==> config.mk <==
export PLATFORM = sky130hd
export DESIGN_NAME = lsu_mem_port
export DESIGN_NICKNAME = d
export VERILOG_FILES = /design/src/rtl/lsu_pkg.sv /design/src/rtl/lsu_lane_align.sv /design/src/rtl/lsu_mem_port.sv
export SDC_FILE = /design/constraint.sdc
export NUM_CORES = 1
export LEC_CHECK = 0
export BUFFER_PORTS_ARGS = -buffer_cell sky130_fd_sc_hd__buf_2
export CAP_MARGIN = 25
export CELL_PAD_IN_SITES_DETAIL_PLACEMENT = 0
export CELL_PAD_IN_SITES_GLOBAL_PLACEMENT = 2
export CORE_MARGIN = 10
export CORE_UTILIZATION = 28
export DETAILED_ROUTE_END_ITERATION = 8
export PLACE_DENSITY_LB_ADDON = 0.1
export SYNTH_ARGS = -nofsm -noshare
export SYNTH_HDL_FRONTEND = slang
export SYNTH_SLANG_ARGS = --single-unit
==> constraint.sdc <==
create_clock -name clk -period 3 [get_ports clk]
set_clock_uncertainty 0.2 [all_clocks]
set_input_delay 0.9 -clock clk [delete_from_list [all_inputs] [get_ports clk]]
set_output_delay 0.9 -clock clk [all_outputs]
set_load 0.02 [all_outputs]
==> src/rtl/lsu_pkg.sv <==
// Shared definitions for the load/store port: funct3 codes and FSM state encoding.
// Latency: n/a (types and constants only).
// Backpressure: n/a.
package lsu_pkg;

    // RISC-V load/store funct3 codes
    localparam logic [2:0] F3_LB  = 3'b000;
    localparam logic [2:0] F3_LH  = 3'b001;
    localparam logic [2:0] F3_LW  = 3'b010;
    localparam logic [2:0] F3_LBU = 3'b100;
    localparam logic [2:0] F3_LHU = 3'b101;
    localparam logic [2:0] F3_SB  = 3'b000;
    localparam logic [2:0] F3_SH  = 3'b001;
    localparam logic [2:0] F3_SW  = 3'b010;

    // FSM state encoding
    localparam logic [2:0] ST_IDLE   = 3'd0;
    localparam logic [2:0] ST_LOAD   = 3'd1;
    localparam logic [2:0] ST_RMW_RD = 3'd2;
    localparam logic [2:0] ST_STORE  = 3'd3;
    localparam logic [2:0] ST_RESP   = 3'd4;

    typedef enum logic [2:0] {
        S_IDLE   = ST_IDLE,
        S_LOAD   = ST_LOAD,
        S_RMW_RD = ST_RMW_RD,
        S_STORE  = ST_STORE,
        S_RESP   = ST_RESP
    } lsu_state_e;

    // Loads accept LB/LH/LW/LBU/LHU, stores accept SB/SH/SW only.
    function automatic logic f3_legal(input logic wr, input logic [2:0] f3);
        logic ok;
        ok = 1'b0;
        if (wr) begin
            ok = (f3 == F3_SB) || (f3 == F3_SH) || (f3 == F3_SW);
        end else begin
            ok = (f3 == F3_LB) || (f3 == F3_LH) || (f3 == F3_LW) ||
                 (f3 == F3_LBU) || (f3 == F3_LHU);
        end
        return ok;
    endfunction

endpackage

==> src/rtl/lsu_lane_align.sv <==
// Byte-lane steering: extracts and extends load data, merges sub-word store data into a word.
// Latency: purely combinational.
// Backpressure: none.
module lsu_lane_align
    import lsu_pkg::*;
(
    input  logic [31:0] word_i,
    input  logic [1:0]  addr_lo_i,
    input  logic [2:0]  funct3_i,
    input  logic [31:0] wdata_i,
    output logic [31:0] load_data_o,
    output logic [31:0] store_word_o
);

    logic [7:0]  byte_v;
    logic [15:0] half_v;

    // Select the addressed lane and extend according to funct3
    always_comb begin
        byte_v      = word_i[{addr_lo_i, 3'b000} +: 8];
        half_v      = word_i[{addr_lo_i[1], 4'b0000} +: 16];
        load_data_o = word_i;
        case (funct3_i)
            F3_LB:   load_data_o = {{24{byte_v[7]}}, byte_v};
            F3_LH:   load_data_o = {{16{half_v[15]}}, half_v};
            F3_LBU:  load_data_o = {24'd0, byte_v};
            F3_LHU:  load_data_o = {16'd0, half_v};
            default: load_data_o = word_i;
        endcase
    end

    // Merge the low byte/halfword of the store data into the read word
    always_comb begin
        store_word_o = word_i;
        case (funct3_i)
            F3_SB:   store_word_o[{addr_lo_i, 3'b000} +: 8]    = wdata_i[7:0];
            F3_SH:   store_word_o[{addr_lo_i[1], 4'b0000} +: 16] = wdata_i[15:0];
            default: store_word_o = wdata_i;
        endcase
    end

endmodule

==> src/rtl/lsu_mem_port.sv <==
// Load/store port onto a word-only memory; sub-word stores via read-modify-write. Macro: LSU_MISALIGN_TRAP_EN.
// Latency: fault 1, load/SW 2, SB/SH 3 cycles from accept to rsp_valid.
// Backpressure: one request in flight; req_ready only in IDLE; responses cannot be stalled.
module lsu_mem_port
    import lsu_pkg::*;
(
    input  logic        clk,
    input  logic        rst,
    input  logic        req_valid,
    output logic        req_ready,
    input  logic        req_write,
    input  logic [2:0]  req_funct3,
    input  logic [31:0] req_addr,
    input  logic [31:0] req_wdata,
    output logic        rsp_valid,
    output logic [31:0] rsp_rdata,
    output logic        rsp_fault,
    output logic        mem_read,
    output logic        mem_write,
    output logic [31:0] mem_address,
    output logic [31:0] mem_write_data,
    input  logic [31:0] mem_read_data
);

    lsu_state_e  state_q, state_d;
    logic [31:0] addr_q, addr_d;
    logic [2:0]  funct3_q, funct3_d;
    // Holds raw store data, replaced by the merged word during RMW_RD
    logic [31:0] wdata_q, wdata_d;
    logic [31:0] rdata_q, rdata_d;
    logic        fault_q, fault_d;

    logic [31:0] load_data;
    logic [31:0] store_word;
    logic [31:0] acc_addr;
    logic        acc_fault;

    lsu_lane_align u_align (
        .word_i       (mem_read_data),
        .addr_lo_i    (addr_q[1:0]),
        .funct3_i     (funct3_q),
        .wdata_i      (wdata_q),
        .load_data_o  (load_data),
        .store_word_o (store_word)
    );

    // Decode the incoming request: fault condition and effective address
    always_comb begin
        acc_addr = req_addr;
`ifdef LSU_MISALIGN_TRAP_EN
        acc_fault = !f3_legal(req_write, req_funct3) ||
                    ((req_funct3[1:0] == 2'b01) && req_addr[0]) ||
                    ((req_funct3[1:0] == 2'b10) && (req_addr[1:0] != 2'b00));
`else
        acc_fault = !f3_legal(req_write, req_funct3);
        // Force the address down to the access size; halfword and word only
        if (req_funct3[1:0] == 2'b01) begin
            acc_addr[0] = 1'b0;
        end else if (req_funct3[1:0] == 2'b10) begin
            acc_addr[1:0] = 2'b00;
        end
`endif
    end

    // Next-state logic; rsp_rdata/rsp_fault only change on entry to RESP
    always_comb begin
        state_d  = state_q;
        addr_d   = addr_q;
        funct3_d = funct3_q;
        wdata_d  = wdata_q;
        rdata_d  = rdata_q;
        fault_d  = fault_q;
        case (state_q)
            S_IDLE: begin
                if (req_valid) begin
                    addr_d   = acc_addr;
                    funct3_d = req_funct3;
                    wdata_d  = req_wdata;
                    if (acc_fault) begin
                        rdata_d = 32'd0;
                        fault_d = 1'b1;
                        state_d = S_RESP;
                    end else if (!req_write) begin
                        state_d = S_LOAD;
                    end else if (req_funct3 == F3_SW) begin
                        state_d = S_STORE;
                    end else begin
                        state_d = S_RMW_RD;
                    end
                end
            end
            S_LOAD: begin
                rdata_d = load_data;
                fault_d = 1'b0;
                state_d = S_RESP;
            end
            S_RMW_RD: begin
                wdata_d = store_word;
                state_d = S_STORE;
            end
            S_STORE: begin
                rdata_d = 32'd0;
                fault_d = 1'b0;
                state_d = S_RESP;
            end
            S_RESP: begin
                state_d = S_IDLE;
            end
            default: begin
                state_d = S_IDLE;
            end
        endcase
    end

    // State and datapath registers with synchronous reset
    always_ff @(posedge clk) begin
        if (rst) begin
            state_q  <= S_IDLE;
            addr_q   <= 32'd0;
            funct3_q <= 3'd0;
            wdata_q  <= 32'd0;
            rdata_q  <= 32'd0;
            fault_q  <= 1'b0;
        end else begin
            state_q  <= state_d;
            addr_q   <= addr_d;
            funct3_q <= funct3_d;
            wdata_q  <= wdata_d;
            rdata_q  <= rdata_d;
            fault_q  <= fault_d;
        end
    end

    // Strobes decode from state; write gated by reset so a reset cycle never writes
    assign req_ready      = (state_q == S_IDLE);
    assign rsp_valid      = (state_q == S_RESP);
    assign rsp_rdata      = rdata_q;
    assign rsp_fault      = fault_q;
    assign mem_read       = (state_q == S_LOAD) || (state_q == S_RMW_RD);
    assign mem_write      = (state_q == S_STORE) && !rst;
    assign mem_address    = {addr_q[31:2], 2'b00};
    assign mem_write_data = wdata_q;

endmodule

==> flow_summary.ini, run 1 <==
[place]
place_inst = 999
io_buffers = 201
place.gp.congestion = 0.835
place.detailed.hpwl_mm = 16.3
dp_worst_setup_slack_ns = 0.343

[detailed_routing]
drc = 0
num_vias = 5272
drt_wl_total_mm = 21.1
routedWlPerCell_um = 20.8
drt-initial-drc-count = 240
ant_nets = 0
drtPass1Iterations = 4
avgViaCountPerCell = 5.18

[timing]
fin_tns_setup_ns = 0
period_needed_ns = 2.66
hold_viol = 0
slew_violations = 0
whs_ns = 0.255
finalWorstSetupSlack_ns = 0.339
tightest_slew_ns = 0.697
max_slew_margin_pct = 53.5
max_freq_ghz = 0.376
finalSetupViolCount = 0
rsz0062_at_grt = no
period_share_pct = 88.7

[final_layout]
finalNetCount = 884
layout_common_cells = buf_2 (201), dfxtp_1 (103), nand2_1 (79)
nFillCells = 1993
layout_commonest_cell = buf_2
synthToLayoutAreaGrowth_pct = 25.5
fin_cells = 1017
drive_above_1_share_pct = 32.9

[status]
status = complete, no violations

[power]
ir_drop_uv = 315
p_per_area_nw_per_um2 = 543
p_leak_nw = 2.83

[die]
start_util_pct = 28.6
fp.coreArea_um2 = 18800
die_y_um = 158
die_w_um = 158
pin_count = 204
dieArea_um2 = 25100
rows = 50

[run]
maxCapViolCount = 0

[clocking]
cts_root_buf = clkbuf_16
clockBufferDepth = 2
clock-sinks = 103
cts_resized = 0
post_cts_buffers = 0
cts_hold_buffers = 0
clk_pin_slew_ns = 0.08
cts_made_buffers = 9
clk-insertion-delay-late_ns = 0.36
cts_tree = yes
h-tree-depth = 3

[global_routing]
grt-ovfl-total = 0
grt_pass1_vias = 5401
grt_max_degree = 59
antenna_found_initial = 6
grt_util_all_layers_pct = 16.2
grt_pass1_wl_mm = 31.4

[critical_path]
critPathCapture = mem_write
rr_worst_depth = 4
start_kind = register
r2r-start = state_q[0]
reg2reg_slack_ns = 0.55
critPathArrivalTime_ns = 1.56
end_kind = output pin
crit_required_ns = 1.90
startpoint = state_q[0]
cp_max_fo = 9
path_class = reg -> out
reg2reg_to = mem_write_data[10]

[logic_synthesis]
synthArstFlopShare_pct = 0
ys_seq_area_share_pct = 38.5
ys_types = 59
ys_ff_latch = 103
synth_area_per_cell_um2 = 8.58
netlist_area_um2 = 5360
ys_warn_count = 0
synth_cells = 625
ys.flop_type = dfxtp_1
synth-edff-count = 0

[hold_path]
hp-start = addr_q[25]
holdCritPathClass = reg -> reg
==> worst max-delay path, stage by stage (launching register included) <==
cell,delay (ns)
dfxtp_1,0.53
nand2b_1,0.23
nor3b_1,0.24
buf_2,0.21
==> flip-flops by register name, indices dropped and copies added, names as in the netlist <==
signal,cells
addr_q,32
mem_write_data,32
rsp_rdata,32
funct3_q,3
state_q,3
rsp_fault,1
==> report_power, final <==
part           internal (mW)  switching, mW
sequential              1.46         0.0746
clock                  0.736          0.576
combinational          0.295          0.505
==> synth_stat cells, types with 11 or more instances <==
library cell | instances | area [um2]
dfxtp_1 | 103 | 2060
nand2_1 | 79 | 297
a21oi_1 | 74 | 370
clkbuf_1 | 37 | 139
buf_4 | 32 | 240
nor2_1 | 26 | 97.6
a221oi_1 | 24 | 210
nand2b_1 | 21 | 131
a211oi_1 | 20 | 150
o21ai_0 | 17 | 85.1
a32o_1 | 16 | 160
mux2i_1 | 16 | 160
nor2b_1 | 12 | 75.1
buf_2 | 11 | 55.1
==> per-layer routing <==
layer | GRT usage, % | routed length [um] | vias up
li1 | - | - | 2561
met4 | 4.37 | 295 | 6
met1 | 19.0 | 9000 | 2511
met5 | 0 | 32 | -
met2 | 27.1 | 10100 | 169
met3 | 6.15 | 1760 | 25
==> final cells by class <==
class	instances	area, um2	share of cell area (%)
flip-flops and latches	103	2060	30.7
multi-input cells	428	2810	41.7
clock inverters	6	91.3	1.36
repair buffers	225	1210	17.9
clock buffers	9	225	3.35
well taps	234	293	4.35
inverters	9	33.8	0.502
diodes	3	7.51	0.112
==> cells by family after synthesis <==
family          Yosys count  share of synthesized area, %
mux                      19                          3.83
fa+ha+maj                 5                          1.17
xor+xnor                  1                         0.163
flops                   103                          38.5
buf+inv                  95                          9.71
simple gates            183                          17.6
compound gates          218                          29.0
other cells               1                        0.0700
==> per-stage QoR <==
| step | total power, mW | cell area [um2] | utilization (%) |
|---|---|---|---|
| finish | 3.65 | 6730 | 35.8 |
| global route | 3.83 | 6720 | 35.8 |
| CTS | 3.71 | 6720 | 35.8 |
| detailed placement | 2.38 | 6400 | 34.1 |
| global placement | 2.36 | 6380 | 34.0 |
| floorplan | 2.08 | 5360 | - |
==> how the worst min path moves through the flow <==
stage | to | slack, ns | depth (start not counted)
floorplan | addr_q[10] | 0.24 | 2
global placement | addr_q[10] | 0.24 | 2
detailed placement | addr_q[17] | 0.25 | 2
CTS | addr_q[17] | 0.26 | 2
global route | rsp_rdata[2] | 0.28 | 1
finish | addr_q[25] | 0.25 | 2
No activity file was read; power rests on OpenSTA's default activity.
==> inputs of run 2 (changes only) <==
--- a/config.mk
+++ b/config.mk
@@ -9,6 +9,7 @@
 export CAP_MARGIN = 25
 export CELL_PAD_IN_SITES_DETAIL_PLACEMENT = 0
 export CELL_PAD_IN_SITES_GLOBAL_PLACEMENT = 2
+export CORE_ASPECT_RATIO = 0.8
 export CORE_MARGIN = 10
 export CORE_UTILIZATION = 28
 export DETAILED_ROUTE_END_ITERATION = 8
==> run 2 against run 1 <==
Against the previous run:
- maximum frequency up 2.0%
- routed wire length up 0.89%
- first-iteration DRC count up 22%
- die area up 0.13%
- sequential power about the same
- largest power group unchanged
==> flow_summary.ini, run 2 (synthesis gave the netlist of run 1 again) <==
[status]
status = complete, no violations

[clocking]
cts_made_buffers = 9
clk_pin_slew_ns = 0.08
clockBufferDepth = 2
h-tree-depth = 3
cts_root_buf = clkbuf_16
clock-sinks = 103
post_cts_buffers = 0
cts_tree = yes
clk-insertion-delay-late_ns = 0.36
cts_resized = 0
cts_hold_buffers = 0

[timing]
finalSetupViolCount = 0
finalWorstSetupSlack_ns = 0.391
tightest_slew_ns = 0.768
max_freq_ghz = 0.383
max_slew_margin_pct = 48.3
period_share_pct = 87.0
rsz0062_at_grt = no
period_needed_ns = 2.61
whs_ns = 0.255
hold_viol = 0
slew_violations = 0
fin_tns_setup_ns = 0

[detailed_routing]
ant_nets = 0
routedWlPerCell_um = 20.5
drtPass1Iterations = 4
drc = 0
drt_wl_total_mm = 21.3
drt-initial-drc-count = 292
avgViaCountPerCell = 5.02
num_vias = 5225

[final_layout]
layout_common_cells = buf_2 (201), dfxtp_1 (103), nand2_1 (79)
layout_commonest_cell = buf_2
finalNetCount = 885
drive_above_1_share_pct = 33.1
nFillCells = 2039
synthToLayoutAreaGrowth_pct = 25.2
design_area_um2 = 6710

[place]
place.gp.congestion = 0.807
post_dp_cell_area_um2 = 6430
io_buffers = 201
dp_worst_setup_slack_ns = 0.317
place.detailed.hpwl_mm = 16.5

[critical_path]
crit_required_ns = 3.06
end_kind = register
critPathArrivalTime_ns = 2.67
cp_max_fo = 10
start_kind = register
path_class = reg -> reg

[global_routing]
antenna_found_initial = 2
grt_util_all_layers_pct = 16.6
grt_pass1_wl_mm = 32.5
grt-ovfl-total = 0
grt_pass1_vias = 5391
grt_max_degree = 62

[power]
sequentialPowerShare_pct = 43.6
p_per_area_nw_per_um2 = 524
ir_drop_uv = 265
p_leak_nw = 2.82
power.total_mw = 3.52
p_switching_mw = 1.16
pwr-share-clk_pct = 33.4
combinationalPowerShare_pct = 23.0
swShare_pct = 33.1
internal_power_mw = 2.35

[run]
maxCapViolCount = 0

[die]
die_w_um = 175
rows = 45
start_util_pct = 28.3
dieArea_um2 = 25100
fp.coreArea_um2 = 18900
pin_count = 204
die_y_um = 144

[hold_path]
holdCritPathClass = reg -> reg
run 2: worst max-delay path: stages (launching register included):
cell	delay (ns)
dfxtp_1	0.36
buf_4	0.19
inv_1	0.10
ha_1	0.28
o41ai_2	0.75
a221oi_1	0.28
o41ai_1	0.36
run 2: stage by stage:
| step | utilization (%) | instances |
|---|---|---|
| floorplan | - | 626 |
| global placement | 33.9 | 1022 |
| detailed placement | 34.0 | 1024 |
| CTS | 35.5 | 1040 |
| global route | 35.5 | 1041 |
| finish | 35.5 | 1041 |
run 2: metal layers:
layer	vias up	track usage [%]	routed length [um]
met5	-	0	0
met4	0	3.87	210
li1	2556	-	-
met2	145	25.5	9470
met1	2510	22.3	10300
met3	14	5.14	1290
run 2: cell type report:
type / instances / area [um2] / share of cell area [%]
Antenna cell: 1 / 2.50 / 0.0373
Inverter: 9 / 33.8 / 0.503
Clock buffer: 10 / 239 / 3.56
Clock inverter: 6 / 43.8 / 0.652
Sequential cell: 103 / 2060 / 30.7
Multi-Input combinational cell: 428 / 2810 / 41.8
Timing Repair Buffer: 226 / 1200 / 17.9
Tap cell: 258 / 323 / 4.81
run 2: worst paths after layout:
path	startpoint	end	slack, ns	cells after the start
setup reg to reg	addr_q[0]	mem_write_data[17]	0.39	6
hold / removal	addr_q[23]	addr_q[23]	0.25	2
setup / recovery	addr_q[0]	mem_write_data[17]	0.39	6
hold reg to reg	addr_q[23]	addr_q[23]	0.25	2
run 2: power groups by stage:
| stage | clock, mW | combinational [mW] | sequential, mW |
|---|---|---|---|
| 4_1_cts | 1.22 | 0.817 | 1.54 |
| 2_1_floorplan | 0 | 0.462 | 1.62 |
| 3_5_place_dp | 0 | 0.814 | 1.57 |
| 3_3_place_gp | 0 | 0.798 | 1.57 |
| 6_report | 1.17 | 0.807 | 1.53 |
| 5_1_grt | 1.27 | 0.887 | 1.55 |
